### config.mk
export PLATFORM = sky130hd
export DESIGN_NAME = score_bcd_converter_flat
export DESIGN_NICKNAME = d
export VERILOG_FILES = /design/src/rtl/score_bcd_if.sv /design/src/rtl/score_bcd_converter.sv /design/src/flat_wrapper.sv
export SDC_FILE = /design/constraint.sdc
export NUM_CORES = 1
export LEC_CHECK = 0
export ABC_AREA = 1
export BUFFER_PORTS_ARGS = -buffer_cell sky130_fd_sc_hd__buf_2
export CORE_MARGIN = 5
export CORE_UTILIZATION = 25
export DETAILED_ROUTE_END_ITERATION = 12
export HOLD_SLACK_MARGIN = 0.12
export PLACE_DENSITY_LB_ADDON = 0.12
export SLEW_MARGIN = 20
export SYNTH_ARGS = -nofsm -noshare
export SYNTH_HDL_FRONTEND = slang
export SYNTH_SLANG_ARGS = --single-unit
### constraint.sdc
create_clock -name clk -period 1.68 [get_ports clk]
set_input_delay 0.336 -clock clk [delete_from_list [all_inputs] [get_ports clk]]
set_output_delay 0.336 -clock clk [all_outputs]
set_load 0.03 [all_outputs]
### src/rtl/score_bcd_if.sv
// Request/result bundle between the scoreboard controller and the BCD converter.
interface score_bcd_if #(
   parameter int unsigned WIDTH     = 8,
   parameter int unsigned DIGITS    = 3,
   parameter int unsigned WKT_WIDTH = 4
) ();

   logic                  start;
   logic [WIDTH-1:0]      binary_runs;
   logic [WKT_WIDTH-1:0]  binary_wickets;
   logic                  inning_over;
   logic                  game_over;
   logic                  winner;
   logic [4*DIGITS-1:0]   run_digits;
   logic [3:0]            wickets;
   logic                  busy;
   logic                  done;
   logic                  overflow;

   // Controller side: issues requests, consumes display codes.
   modport master (
      output start, binary_runs, binary_wickets, inning_over, game_over, winner,
      input  run_digits, wickets, busy, done, overflow
   );

   // Converter side.
   modport slave (
      input  start, binary_runs, binary_wickets, inning_over, game_over, winner,
      output run_digits, wickets, busy, done, overflow
   );

endinterface

### src/rtl/score_bcd_converter.sv
// Sequential double-dabble converter for the scoreboard run/wicket display.
// Glyph requests (game over / inning over) bypass the shifter and finish in one cycle.
module score_bcd_converter #(
   parameter int unsigned WIDTH     = 8,
   parameter int unsigned DIGITS    = 3,
   parameter int unsigned WKT_WIDTH = 4
) (
   input logic        clk,
   input logic        reset_n,
   score_bcd_if.slave bus
);

   // One spare digit above ceil(WIDTH/3) so the largest run total never truncates.
   localparam int unsigned ScratchDigits = (WIDTH + 2) / 3 + 1;
   localparam int unsigned ScratchBits   = 4 * ScratchDigits;
   localparam int unsigned PadDigits     = (ScratchDigits > DIGITS) ? ScratchDigits : DIGITS;
   localparam int unsigned PadBits       = 4 * PadDigits;
   localparam int unsigned CntWidth      = $clog2(WIDTH + 1);

   // Display glyph codes understood by the downstream 7-segment decoder.
   localparam logic [3:0] GlyphBlank    = 4'hA;
   localparam logic [3:0] GlyphApostA   = 4'hC;
   localparam logic [3:0] GlyphI        = 4'hD;
   localparam logic [3:0] GlyphApostB   = 4'hE;
   localparam logic [3:0] GlyphT        = 4'hF;

   typedef enum logic [1:0] {StIdle, StShift, StDone} stateE;

   stateE                 stateQ, stateD;
   logic [WIDTH-1:0]      runsQ;
   logic [WKT_WIDTH-1:0]  wktQ;
   logic                  gameQ;
   logic                  inningQ;
   logic                  winnerQ;
   logic [CntWidth-1:0]   iterQ;
   logic [ScratchBits-1:0] bcdQ, bcdD;
   logic [3:0]            nib;
   logic                  carry;

   logic [4*DIGITS-1:0]   digitsQ, digitsNext;
   logic [3:0]            wicketsQ, wicketsNext;
   logic                  overflowQ, overflowNext;
   logic                  doneQ;

   logic [PadBits-1:0]    bcdPad;
   logic [4*DIGITS-1:0]   glyphDigits;
   logic [7:0]            wktExt;
   logic [7:0]            wktMod;
   logic                  runsTooBig;

   // State register.
   always_ff @(posedge clk) begin
      if (!reset_n) begin
         stateQ <= StIdle;
      end else begin
         stateQ <= stateD;
      end
   end

   // Next-state: glyph requests skip the shifter; numeric path runs WIDTH iterations.
   always_comb begin
      stateD = stateQ;
      unique case (stateQ)
         StIdle: begin
            if (bus.start) begin
               stateD = (bus.game_over || bus.inning_over) ? StDone : StShift;
            end
         end
         StShift: begin
            if (iterQ <= CntWidth'(1)) begin
               stateD = StDone;
            end
         end
         StDone:  stateD = StIdle;
         default: stateD = StIdle;
      endcase
   end

   // One double-dabble step: add 3 to nibbles >= 5, then shift the next run bit in.
   always_comb begin
      bcdD  = bcdQ;
      nib   = 4'h0;
      carry = runsQ[WIDTH-1];
      for (int k = 0; k < ScratchDigits; k++) begin
         nib = bcdQ[4*k +: 4];
         if (nib >= 4'd5) begin
            nib = nib + 4'd3;
         end
         bcdD[4*k +: 4] = {nib[2:0], carry};
         carry          = nib[3];
      end
   end

   // Outputs: busy from state, plus the result that DONE will register.
   always_comb begin
      bus.busy = (stateQ != StIdle);

      bcdPad     = PadBits'(bcdQ);
      runsTooBig = |(bcdPad >> (4 * DIGITS));

      wktExt = 8'(wktQ);
      wktMod = wktExt % 8'd10;

      glyphDigits                      = {DIGITS{GlyphBlank}};
      glyphDigits[4*(DIGITS-1) +: 4]   = gameQ ? GlyphT : GlyphApostA;
      glyphDigits[4*(DIGITS-2) +: 4]   = gameQ ? 4'h0 : GlyphI;
      glyphDigits[3:0]                 = gameQ ? (winnerQ ? 4'h2 : 4'h1) : 4'h0;

      if (gameQ) begin
         digitsNext   = glyphDigits;
         wicketsNext  = 4'h0;
         overflowNext = 1'b0;
      end else if (inningQ) begin
         digitsNext   = glyphDigits;
         wicketsNext  = GlyphApostB;
         overflowNext = 1'b0;
      end else begin
         // Saturate to all nines when the total does not fit the display.
         digitsNext   = runsTooBig ? {DIGITS{4'h9}} : bcdPad[4*DIGITS-1:0];
         wicketsNext  = wktMod[3:0];
         overflowNext = runsTooBig;
      end
   end

   // Datapath: latch the request, run the shifter, register results in DONE.
   always_ff @(posedge clk) begin
      if (!reset_n) begin
         runsQ     <= '0;
         wktQ      <= '0;
         gameQ     <= 1'b0;
         inningQ   <= 1'b0;
         winnerQ   <= 1'b0;
         iterQ     <= '0;
         bcdQ      <= '0;
         digitsQ   <= '0;
         wicketsQ  <= '0;
         overflowQ <= 1'b0;
         doneQ     <= 1'b0;
      end else begin
         doneQ <= 1'b0;
         unique case (stateQ)
            StIdle: begin
               if (bus.start) begin
                  runsQ   <= bus.binary_runs;
                  wktQ    <= bus.binary_wickets;
                  gameQ   <= bus.game_over;
                  inningQ <= bus.inning_over;
                  winnerQ <= bus.winner;
                  bcdQ    <= '0;
                  iterQ   <= (bus.game_over || bus.inning_over) ? '0 : CntWidth'(WIDTH);
               end
            end
            StShift: begin
               bcdQ  <= bcdD;
               runsQ <= {runsQ[WIDTH-2:0], 1'b0};
               iterQ <= iterQ - CntWidth'(1);
            end
            StDone: begin
               digitsQ   <= digitsNext;
               wicketsQ  <= wicketsNext;
               overflowQ <= overflowNext;
               doneQ     <= 1'b1;
            end
            default: ;
         endcase
      end
   end

   assign bus.run_digits = digitsQ;
   assign bus.wickets    = wicketsQ;
   assign bus.overflow   = overflowQ;
   assign bus.done       = doneQ;

endmodule

### src/flat_wrapper.sv
// flat-port wrapper written by rule: the top's interface ports become plain ports
module score_bcd_converter_flat 
#(
   parameter int unsigned WIDTH     = 8,
   parameter int unsigned DIGITS    = 3,
   parameter int unsigned WKT_WIDTH = 4
)
  (clk, reset_n, bus_start, bus_binary_runs, bus_binary_wickets, bus_inning_over, bus_game_over, bus_winner, bus_run_digits, bus_wickets, bus_busy, bus_done, bus_overflow);
  score_bcd_if #(.WIDTH(WIDTH), .DIGITS(DIGITS), .WKT_WIDTH(WKT_WIDTH)) bus_i ();
  input logic clk;
  input logic reset_n;
  input wire logic [$bits(bus_i.start)-1:0] bus_start;
  input wire logic [$bits(bus_i.binary_runs)-1:0] bus_binary_runs;
  input wire logic [$bits(bus_i.binary_wickets)-1:0] bus_binary_wickets;
  input wire logic [$bits(bus_i.inning_over)-1:0] bus_inning_over;
  input wire logic [$bits(bus_i.game_over)-1:0] bus_game_over;
  input wire logic [$bits(bus_i.winner)-1:0] bus_winner;
  output wire logic [$bits(bus_i.run_digits)-1:0] bus_run_digits;
  output wire logic [$bits(bus_i.wickets)-1:0] bus_wickets;
  output wire logic [$bits(bus_i.busy)-1:0] bus_busy;
  output wire logic [$bits(bus_i.done)-1:0] bus_done;
  output wire logic [$bits(bus_i.overflow)-1:0] bus_overflow;
  assign bus_i.start = bus_start;
  assign bus_i.binary_runs = bus_binary_runs;
  assign bus_i.binary_wickets = bus_binary_wickets;
  assign bus_i.inning_over = bus_inning_over;
  assign bus_i.game_over = bus_game_over;
  assign bus_i.winner = bus_winner;
  assign bus_run_digits = bus_i.run_digits;
  assign bus_wickets = bus_i.wickets;
  assign bus_busy = bus_i.busy;
  assign bus_done = bus_i.done;
  assign bus_overflow = bus_i.overflow;
  score_bcd_converter #(.WIDTH(WIDTH), .DIGITS(DIGITS), .WKT_WIDTH(WKT_WIDTH)) u_core (.clk(clk), .reset_n(reset_n), .bus(bus_i));
endmodule
==> results.py, run 1 <==
metrics = {
    "run_status": {
        "status": "completed",
    },
    "cells_and_area": {
        "stdcell_area_um2": 3080,
        "nets": 429,
        "area_delta_synth_final_pct": 16.5,
        "antenna_cells": 0,
        "drive_above_1_share_pct": 15.7,
    },
    "routing": {
        "drt_iter0_drc": 113,
        "viasPerCell": 4.46,
        "drt_first_pass_iters": 4,
        "avgRoutedWirePerCell_um": 12.3,
        "drt_wl_total_um": 6610,
        "num_vias": 2397,
        "drc": 0,
        "ant_nets": 0,
    },
    "clock_tree": {
        "clk_pin_slew_ps": 100,
        "hold_buffers": 0,
        "numCtsBuffers": 5,
        "ctsResizeCount": 0,
        "clk_path_buf_depth": 2,
        "cts_setup_buffers": 0,
        "ctsRootBufferMaster": "clkbuf_8",
        "insertion_delay_ps": 300,
        "cts_sinks": 55,
        "cts_tree": "built",
        "cts_max_level": 2,
    },
    "sta": {
        "finalCritPeriodShare_pct": 89.7,
        "slew_headroom_pct": 71.2,
        "worstMarginPinSlew_ps": 431,
        "clock_skew_ps": 6.35,
        "finalSetupViolations": 0,
        "whs_ps": 285,
        "min_period_ps": 1510,
        "rsz0062_at_grt": "false",
        "tns_ps": 0,
        "hold_viol_final": 0,
        "finalMaxSlewViolations": 0,
        "fmax_mhz": 664,
    },
    "power": {
        "p_int_mw": 1.84,
        "leakagePower_nw": 1.35,
        "irDropWorstVdd_mv": 0.364,
        "p_sw_mw": 0.681,
        "power.total_mw": 2.52,
        "pwr-share-clk_pct": 32.2,
        "seqPwrFrac_pct": 55.3,
        "comb_power_share_pct": 12.5,
        "p_sw_share_pct": 27.0,
        "power_density_nw_per_um2": 818,
    },
    "worst_hold_path": {
        "hold_class": "input port to flip-flop",
        "min_to": "u_core.runsQ[0]$_SDFFE_PN0P_",
        "min_from": "bus_binary_runs[0]",
        "min_path_cells": 3,
    },
    "setup_path": {
        "crit_fanout": 5,
        "regToRegSetupSlack_ps": 270,
        "cp_slowest_cell": "dfxtp_1",
        "reg2reg_to": "u_core.stateQ[0]$_SDFFE_PN0P_",
        "crit_type": "flip-flop to output pin",
        "reg2reg_depth": 4,
        "max_stage_delay_ps": 510,
        "end_kind": "output pin",
        "critPathRequiredTime_ps": 1340,
        "arrival_ps": 1170,
        "start_kind": "flip-flop",
        "rr_startpoint": "u_core.stateQ[0]$_SDFFE_PN0P_",
        "path_cells": "nor2_1 -> inv_1 -> buf_2",
    },
    "global_route": {
        "grt_usage_pct": 10.4,
        "grt_pass1_vias": 2240,
        "antenna_found_initial": 0,
        "gr-total-overflow": 0,
        "grt_pass1_wl_um": 10900,
        "grt_max_degree": 36,
    },
    "placed_design": {
        "dpl-instance-area_um2": 2980,
        "place_congestion": 0.706,
        "port_buffers": 36,
        "dp_hpwl_um": 4760,
    },
    "synth": {
        "yosysWarnings": 0,
        "synth_nets": 391,
        "synth_area_leaders": "dfxtp_1 (42%), nand2_1 (13%), a21oi_1 (9.3%)",
        "syn_area_um2": 2650,
        "ys_seq_area_share_pct": 41.6,
        "synthArstFlopShare_pct": 0,
        "synth_ff_type": "dfxtp_1",
        "yosysUniqueCellTypes": 24,
        "synth_edf_count": 0,
        "yosysTopAreaCellShare_pct": 41.6,
        "synth_seq_cells": 55,
        "syn_inst": 362,
        "avgSynthCellArea_um2": 7.31,
        "yosysTopAreaCell": "dfxtp_1",
    },
    "die": {
        "io_pins": 37,
        "core_area_um2": 10300,
        "die_y_um": 113,
        "rows": 37,
        "initial_utilization_pct": 25.6,
        "dieArea_um2": 12700,
        "fp.dieW_um": 113,
    },
    "run": {
        "drv_cap": 0,
    },
}
-- critical path, delay by kind of cell (launching register included) --
kind,cells,cell delay (ps)
flops,1,510
buf+inv,2,240
simple gates,1,110
-- Yosys cell counts (3+ instances only) --
cell / count
nand2_1: 95
dfxtp_1: 55
a21oi_1: 49
inv_1: 32
nand3_1: 29
o21ai_0: 27
nor2_1: 21
ha_1: 11
o211a_1: 7
nand4_1: 6
clkbuf_1: 5
buf_4: 3
buf_6: 3
o211ai_1: 3
or2_2: 3
-- cells by family after synthesis --
family / after synthesis / synth area share, %
and+or+nand+nor: 160 / 26.3
AOI/OAI and AO/OA: 87 / 18.5
DFF: 55 / 41.6
buffers and inverters: 49 / 8.41
adders and majority gates: 11 / 5.20
-- per-stage QoR --
stage          utilization [%]  cells  setup slack, ps
4_1_cts                   29.9    537              150
5_1_grt                   29.9    537             81.0
6_report                  29.9    537              174
3_3_place_gp              28.9    529              286
2_1_floorplan                -    362              482
3_5_place_dp              28.9    529              273
-- cells in the final DEF, fill, tap and decap left out, drive strengths merged --
master / Yosys / routed
nand2: 98 / 98
dfxtp: 55 / 55
a21oi: 49 / 49
buf: 6 / 42
inv: 36 / 36
nand3: 29 / 29
o21ai: 28 / 28
nor2: 23 / 23
ha: 11 / 11
o211a: 7 / 7
clkbuf: 5 / 7
nand4: 6 / 6
or2: 3 / 3
o211ai: 3 / 3
clkinv: 2 / 2
nor3: 1 / 1
clkinvlp: 0 / 1
-- layout make-up --
cell class	count	area, µm²
Tap cell	136	170
Multi-Input combinational cell	258	1320
Timing Repair Buffer	42	238
Fill cell	1128	7240
Clock buffer	7	96.3
Sequential cell	55	1100
Inverter	38	148
Clock inverter	1	7.51
-- routing by layer --
metal / part of all wire, % / global-route usage (%) / vias to the layer above
li1: - / - / 1273
met1: 48 / 13.7 / 1078
met2: 45 / 16.9 / 41
met3: 5.2 / 2.62 / 5
met4: 1.2 / 2.80 / 0
met5: 0 / 0 / -
-- power by group through the flow --
stage	Combinational [mW]	Sequential, mW	Clock [mW]
finish	0.316	1.39	0.812
global route	0.354	1.40	0.909
floorplan	0.193	1.45	0
CTS	0.323	1.40	0.870
detailed placement	0.322	1.43	0
global placement	0.324	1.43	0
-- sequential cells by signal (all words and copies together), names as in the netlist --
name / count
u_core.bcdPad: 16
u_core.bus.run_digits: 12
u_core.runsQ: 8
u_core.bus.wickets: 4
u_core.iterQ: 4
u_core.wktQ: 4
u_core.stateQ: 2
u_core.bus.done: 1
u_core.bus.overflow: 1
u_core.gameQ: 1
u_core.inningQ: 1
u_core.winnerQ: 1
-- worst max-delay path by stage --
stage / start / slack (ps) / endpoint / depth (start not counted)
2_1_floorplan: u_core.bcdPad[12]$_SDFFE_PN0P_ / 480 / u_core.bus.run_digits[1]$_SDFFE_PN0P_ / 6
3_3_place_gp: u_core.bcdPad[12]$_SDFFE_PN0P_ / 290 / u_core.bus.run_digits[8]$_SDFFE_PN0P_ / 6
3_5_place_dp: u_core.stateQ[0]$_SDFFE_PN0P_ / 270 / u_core.stateQ[0]$_SDFFE_PN0P_ / 4
4_1_cts: u_core.stateQ[0]$_SDFFE_PN0P_ / 150 / bus_busy / 3
5_1_grt: u_core.stateQ[0]$_SDFFE_PN0P_ / 80 / bus_busy / 3
6_report: u_core.stateQ[0]$_SDFFE_PN0P_ / 170 / bus_busy / 3
Power figures use the tool's default switching activity.
==> inputs of run 2 (changes only) <==
--- a/config.mk
+++ b/config.mk
@@ -5,7 +5,6 @@
 export SDC_FILE = /design/constraint.sdc
 export NUM_CORES = 1
 export LEC_CHECK = 0
-export ABC_AREA = 1
 export BUFFER_PORTS_ARGS = -buffer_cell sky130_fd_sc_hd__buf_2
 export CORE_MARGIN = 5
 export CORE_UTILIZATION = 25
==> results.py, run 2 <==
metrics = {
    "run_status": {
        "status": "completed",
    },
    "die": {
        "fp.dieW_um": 114,
        "initial_utilization_pct": 25.8,
        "die_y_um": 114,
        "core_area_um2": 10400,
        "dieArea_um2": 12900,
        "io_pins": 37,
        "rows": 37,
    },
    "routing": {
        "viasPerCell": 4.81,
        "drt_first_pass_iters": 4,
        "drt_iter0_drc": 136,
        "drt_wl_total_um": 7090,
        "drc": 0,
        "avgRoutedWirePerCell_um": 14.7,
        "num_vias": 2319,
        "ant_nets": 0,
    },
    "setup_path": {
        "critPathRequiredTime_ps": 1340,
        "start_kind": "flip-flop",
        "regToRegSetupSlack_ps": 90,
        "crit_type": "flip-flop to output pin",
        "reg2reg_to": "u_core.bus.run_digits[9]$_SDFFE_PN0P_",
        "reg2reg_depth": 5,
        "crit_fanout": 6,
        "arrival_ps": 1280,
        "end_kind": "output pin",
        "rr_startpoint": "u_core.bcdPad[12]$_SDFFE_PN0P_",
    },
    "synth": {
        "synthArstFlopShare_pct": 0,
        "synth_nets": 327,
        "yosysTopAreaCellShare_pct": 41.0,
        "yosysTopAreaCell": "dfxtp_1",
        "ys_seq_area_share_pct": 41.0,
        "yosysUniqueCellTypes": 45,
        "synth_seq_cells": 55,
        "yosysMostFrequentCell": "dfxtp_1",
        "synth_area_leaders": "dfxtp_1 (41%), mux2i_1 (5.2%), ha_1 (5.1%)",
        "synth_compound_area_share_pct": 22.4,
        "synth_xor_area_share_pct": 0.978,
        "syn_area_um2": 2690,
        "synth_common_cells": "dfxtp_1 (55), nor2_1 (27), nand3_1 (23), a21oi_1 (21), o21ai_0 (18)",
        "yosysWarnings": 0,
        "syn_inst": 298,
        "synth_mux_area_share_pct": 5.22,
        "synth_fa_ha_area_share_pct": 5.12,
        "avgSynthCellArea_um2": 9.01,
        "synth_ff_type": "dfxtp_1",
        "synthSimpleGateAreaFrac_pct": 19.6,
        "synth_top_family_by_area": "compound AO/OA/AOI/OAI gates",
        "synth_edf_count": 0,
    },
    "global_route": {
        "grt_usage_pct": 11.1,
        "gr-total-overflow": 0,
        "antenna_found_initial": 0,
        "grt_pass1_wl_um": 11800,
        "grt_pass1_vias": 2288,
        "grt_max_degree": 21,
    },
    "clock_tree": {
        "hold_buffers": 0,
        "numCtsBuffers": 5,
        "cts_tree": "built",
        "clk_path_buf_depth": 2,
        "cts_max_level": 2,
        "clk_pin_slew_ps": 100,
        "cts_sinks": 55,
        "ctsRootBufferMaster": "clkbuf_8",
        "insertion_delay_ps": 310,
    },
    "worst_hold_path": {
        "hold_class": "input port to flip-flop",
        "min_to": "u_core.winnerQ$_SDFFE_PN0P_",
        "min_path_cells": 3,
        "min_from": "bus_winner",
    },
    "placed_design": {
        "place_congestion": 0.722,
        "dp_cells": 472,
        "dp_hpwl_um": 5210,
        "port_buffers": 36,
    },
    "cells_and_area": {
        "n_fill_cell": 1146,
        "multi_input_area_um2": 1440,
        "finalNonFillerCells": 482,
        "antenna_cells": 0,
        "nets": 375,
        "layout_common_cells": "dfxtp_1 (53), buf_2 (35), nor2_1 (27), buf_4 (27), nand3_1 (23)",
        "final-seq-area_um2": 1110,
        "layout.cells.most_common": "dfxtp_1",
        "area_delta_synth_final_pct": 22.0,
        "largest_reg_flops": 16,
        "drive_above_1_share_pct": 24.6,
    },
    "sta": {
        "finalSetupViolations": 0,
        "hold_viol_final": 0,
        "min_period_ps": 1610,
        "finalMaxSlewViolations": 0,
        "finalCritPeriodShare_pct": 95.9,
        "rsz0062_at_grt": "false",
        "clock_skew_ps": 7.00,
        "tns_ps": 0,
        "worstMarginPinSlew_ps": 489,
        "slew_headroom_pct": 67.3,
        "fmax_mhz": 621,
    },
    "power": {
        "comb_power_share_pct": 13.1,
        "power_density_nw_per_um2": 803,
        "pwr-share-clk_pct": 33.7,
        "leakagePower_nw": 1.24,
        "p_int_mw": 1.94,
        "seqPwrFrac_pct": 53.2,
        "p_sw_share_pct": 26.3,
        "irDropWorstVdd_mv": 0.335,
        "p_sw_mw": 0.693,
    },
    "run": {
        "drv_cap": 0,
    },
}
==> run 2: metrics by stage <==
| stage | total power [mW] | setup WS (ps) | util, % | instance area, µm² | hold WS, ps |
|---|---|---|---|---|---|
| floorplan | 1.64 | 171 | - | 2690 | 461 |
| global placement | 1.77 | 97.1 | 30.0 | 3130 | 448 |
| detailed placement | 1.77 | 58.4 | 30.0 | 3130 | 450 |
| CTS | 2.67 | 5.90 | 31.2 | 3250 | 240 |
| global route | 2.76 | 16.8 | 31.5 | 3280 | 262 |
| finish | 2.63 | 68.9 | 31.5 | 3280 | 255 |
==> run 2: cell type report <==
type | count | share of cell area [%]
inverter | 14 | 1.60
sequential | 55 | 33.8
timing repair buffer | 63 | 12.1
clock inverter | 2 | 1.15
tap | 136 | 5.19
clock buffer | 5 | 2.10
multi-input combinational | 207 | 44.0
==> run 2: worst max path at each step <==
| stage | start | end | slack [ps] | cells past startpoint |
|---|---|---|---|---|
| final | u_core.stateQ[1]$_SDFFE_PN0P_ | bus_busy | 70 | 3 |
| after global routing | u_core.bcdPad[12]$_SDFFE_PN0P_ | u_core.bus.run_digits[9]$_SDFFE_PN0P_ | 20 | 5 |
| after CTS | u_core.stateQ[1]$_SDFFE_PN0P_ | bus_busy | 6 | 3 |
| after detailed placement | u_core.bcdPad[12]$_SDFFE_PN0P_ | u_core.bus.run_digits[9]$_SDFFE_PN0P_ | 60 | 5 |
| after global placement | u_core.bcdPad[12]$_SDFFE_PN0P_ | u_core.bus.run_digits[9]$_SDFFE_PN0P_ | 100 | 5 |
| after floorplan | u_core.bcdPad[12]$_SDFFE_PN0P_ | u_core.bus.run_digits[9]$_SDFFE_PN0P_ | 170 | 5 |
==> run 2: routing by layer <==
metal	vias up	part of all wire, %	global-route usage, %
li1	1186	-	-
met1	1091	51	15.8
met2	40	44	17.6
met3	2	4.1	2.18
met4	0	0.42	2.16
met5	-	0	0
==> run 2: worst max-delay path, stage by stage, from the launching register on <==
cell     delay [ps]
dfxtp_4         370
buf_4           150
or2_2           280
buf_4           170
==> run 2: logic make-up (layout without fill, tap and decap cells) <==
| logic type | count (synthesis) | count (layout) |
|---|---|---|
| flops | 55 | 55 |
| xor+xnor | 3 | 3 |
| fa+ha+maj | 11 | 11 |
| buf+inv | 36 | 84 |
| compound gates | 87 | 87 |
| simple gates | 92 | 92 |
| mux | 14 | 14 |
==> run 2: power by group through the flow <==
stage	clock network, mW	registers [mW]	logic (mW)
after floorplan	0	1.45	0.188
after global placement	0	1.44	0.338
after detailed placement	0	1.44	0.338
after CTS	0.928	1.40	0.343
after global routing	0.970	1.41	0.383
final	0.886	1.40	0.345
==> run 2: timing repair <==
action / 4_1_cts / 5_1_grt
pin swaps: 0 / 0
setup buffers: 1 / 2
resized for setup: 5 / 2
endpoints found under the setup margin: 1 / 3
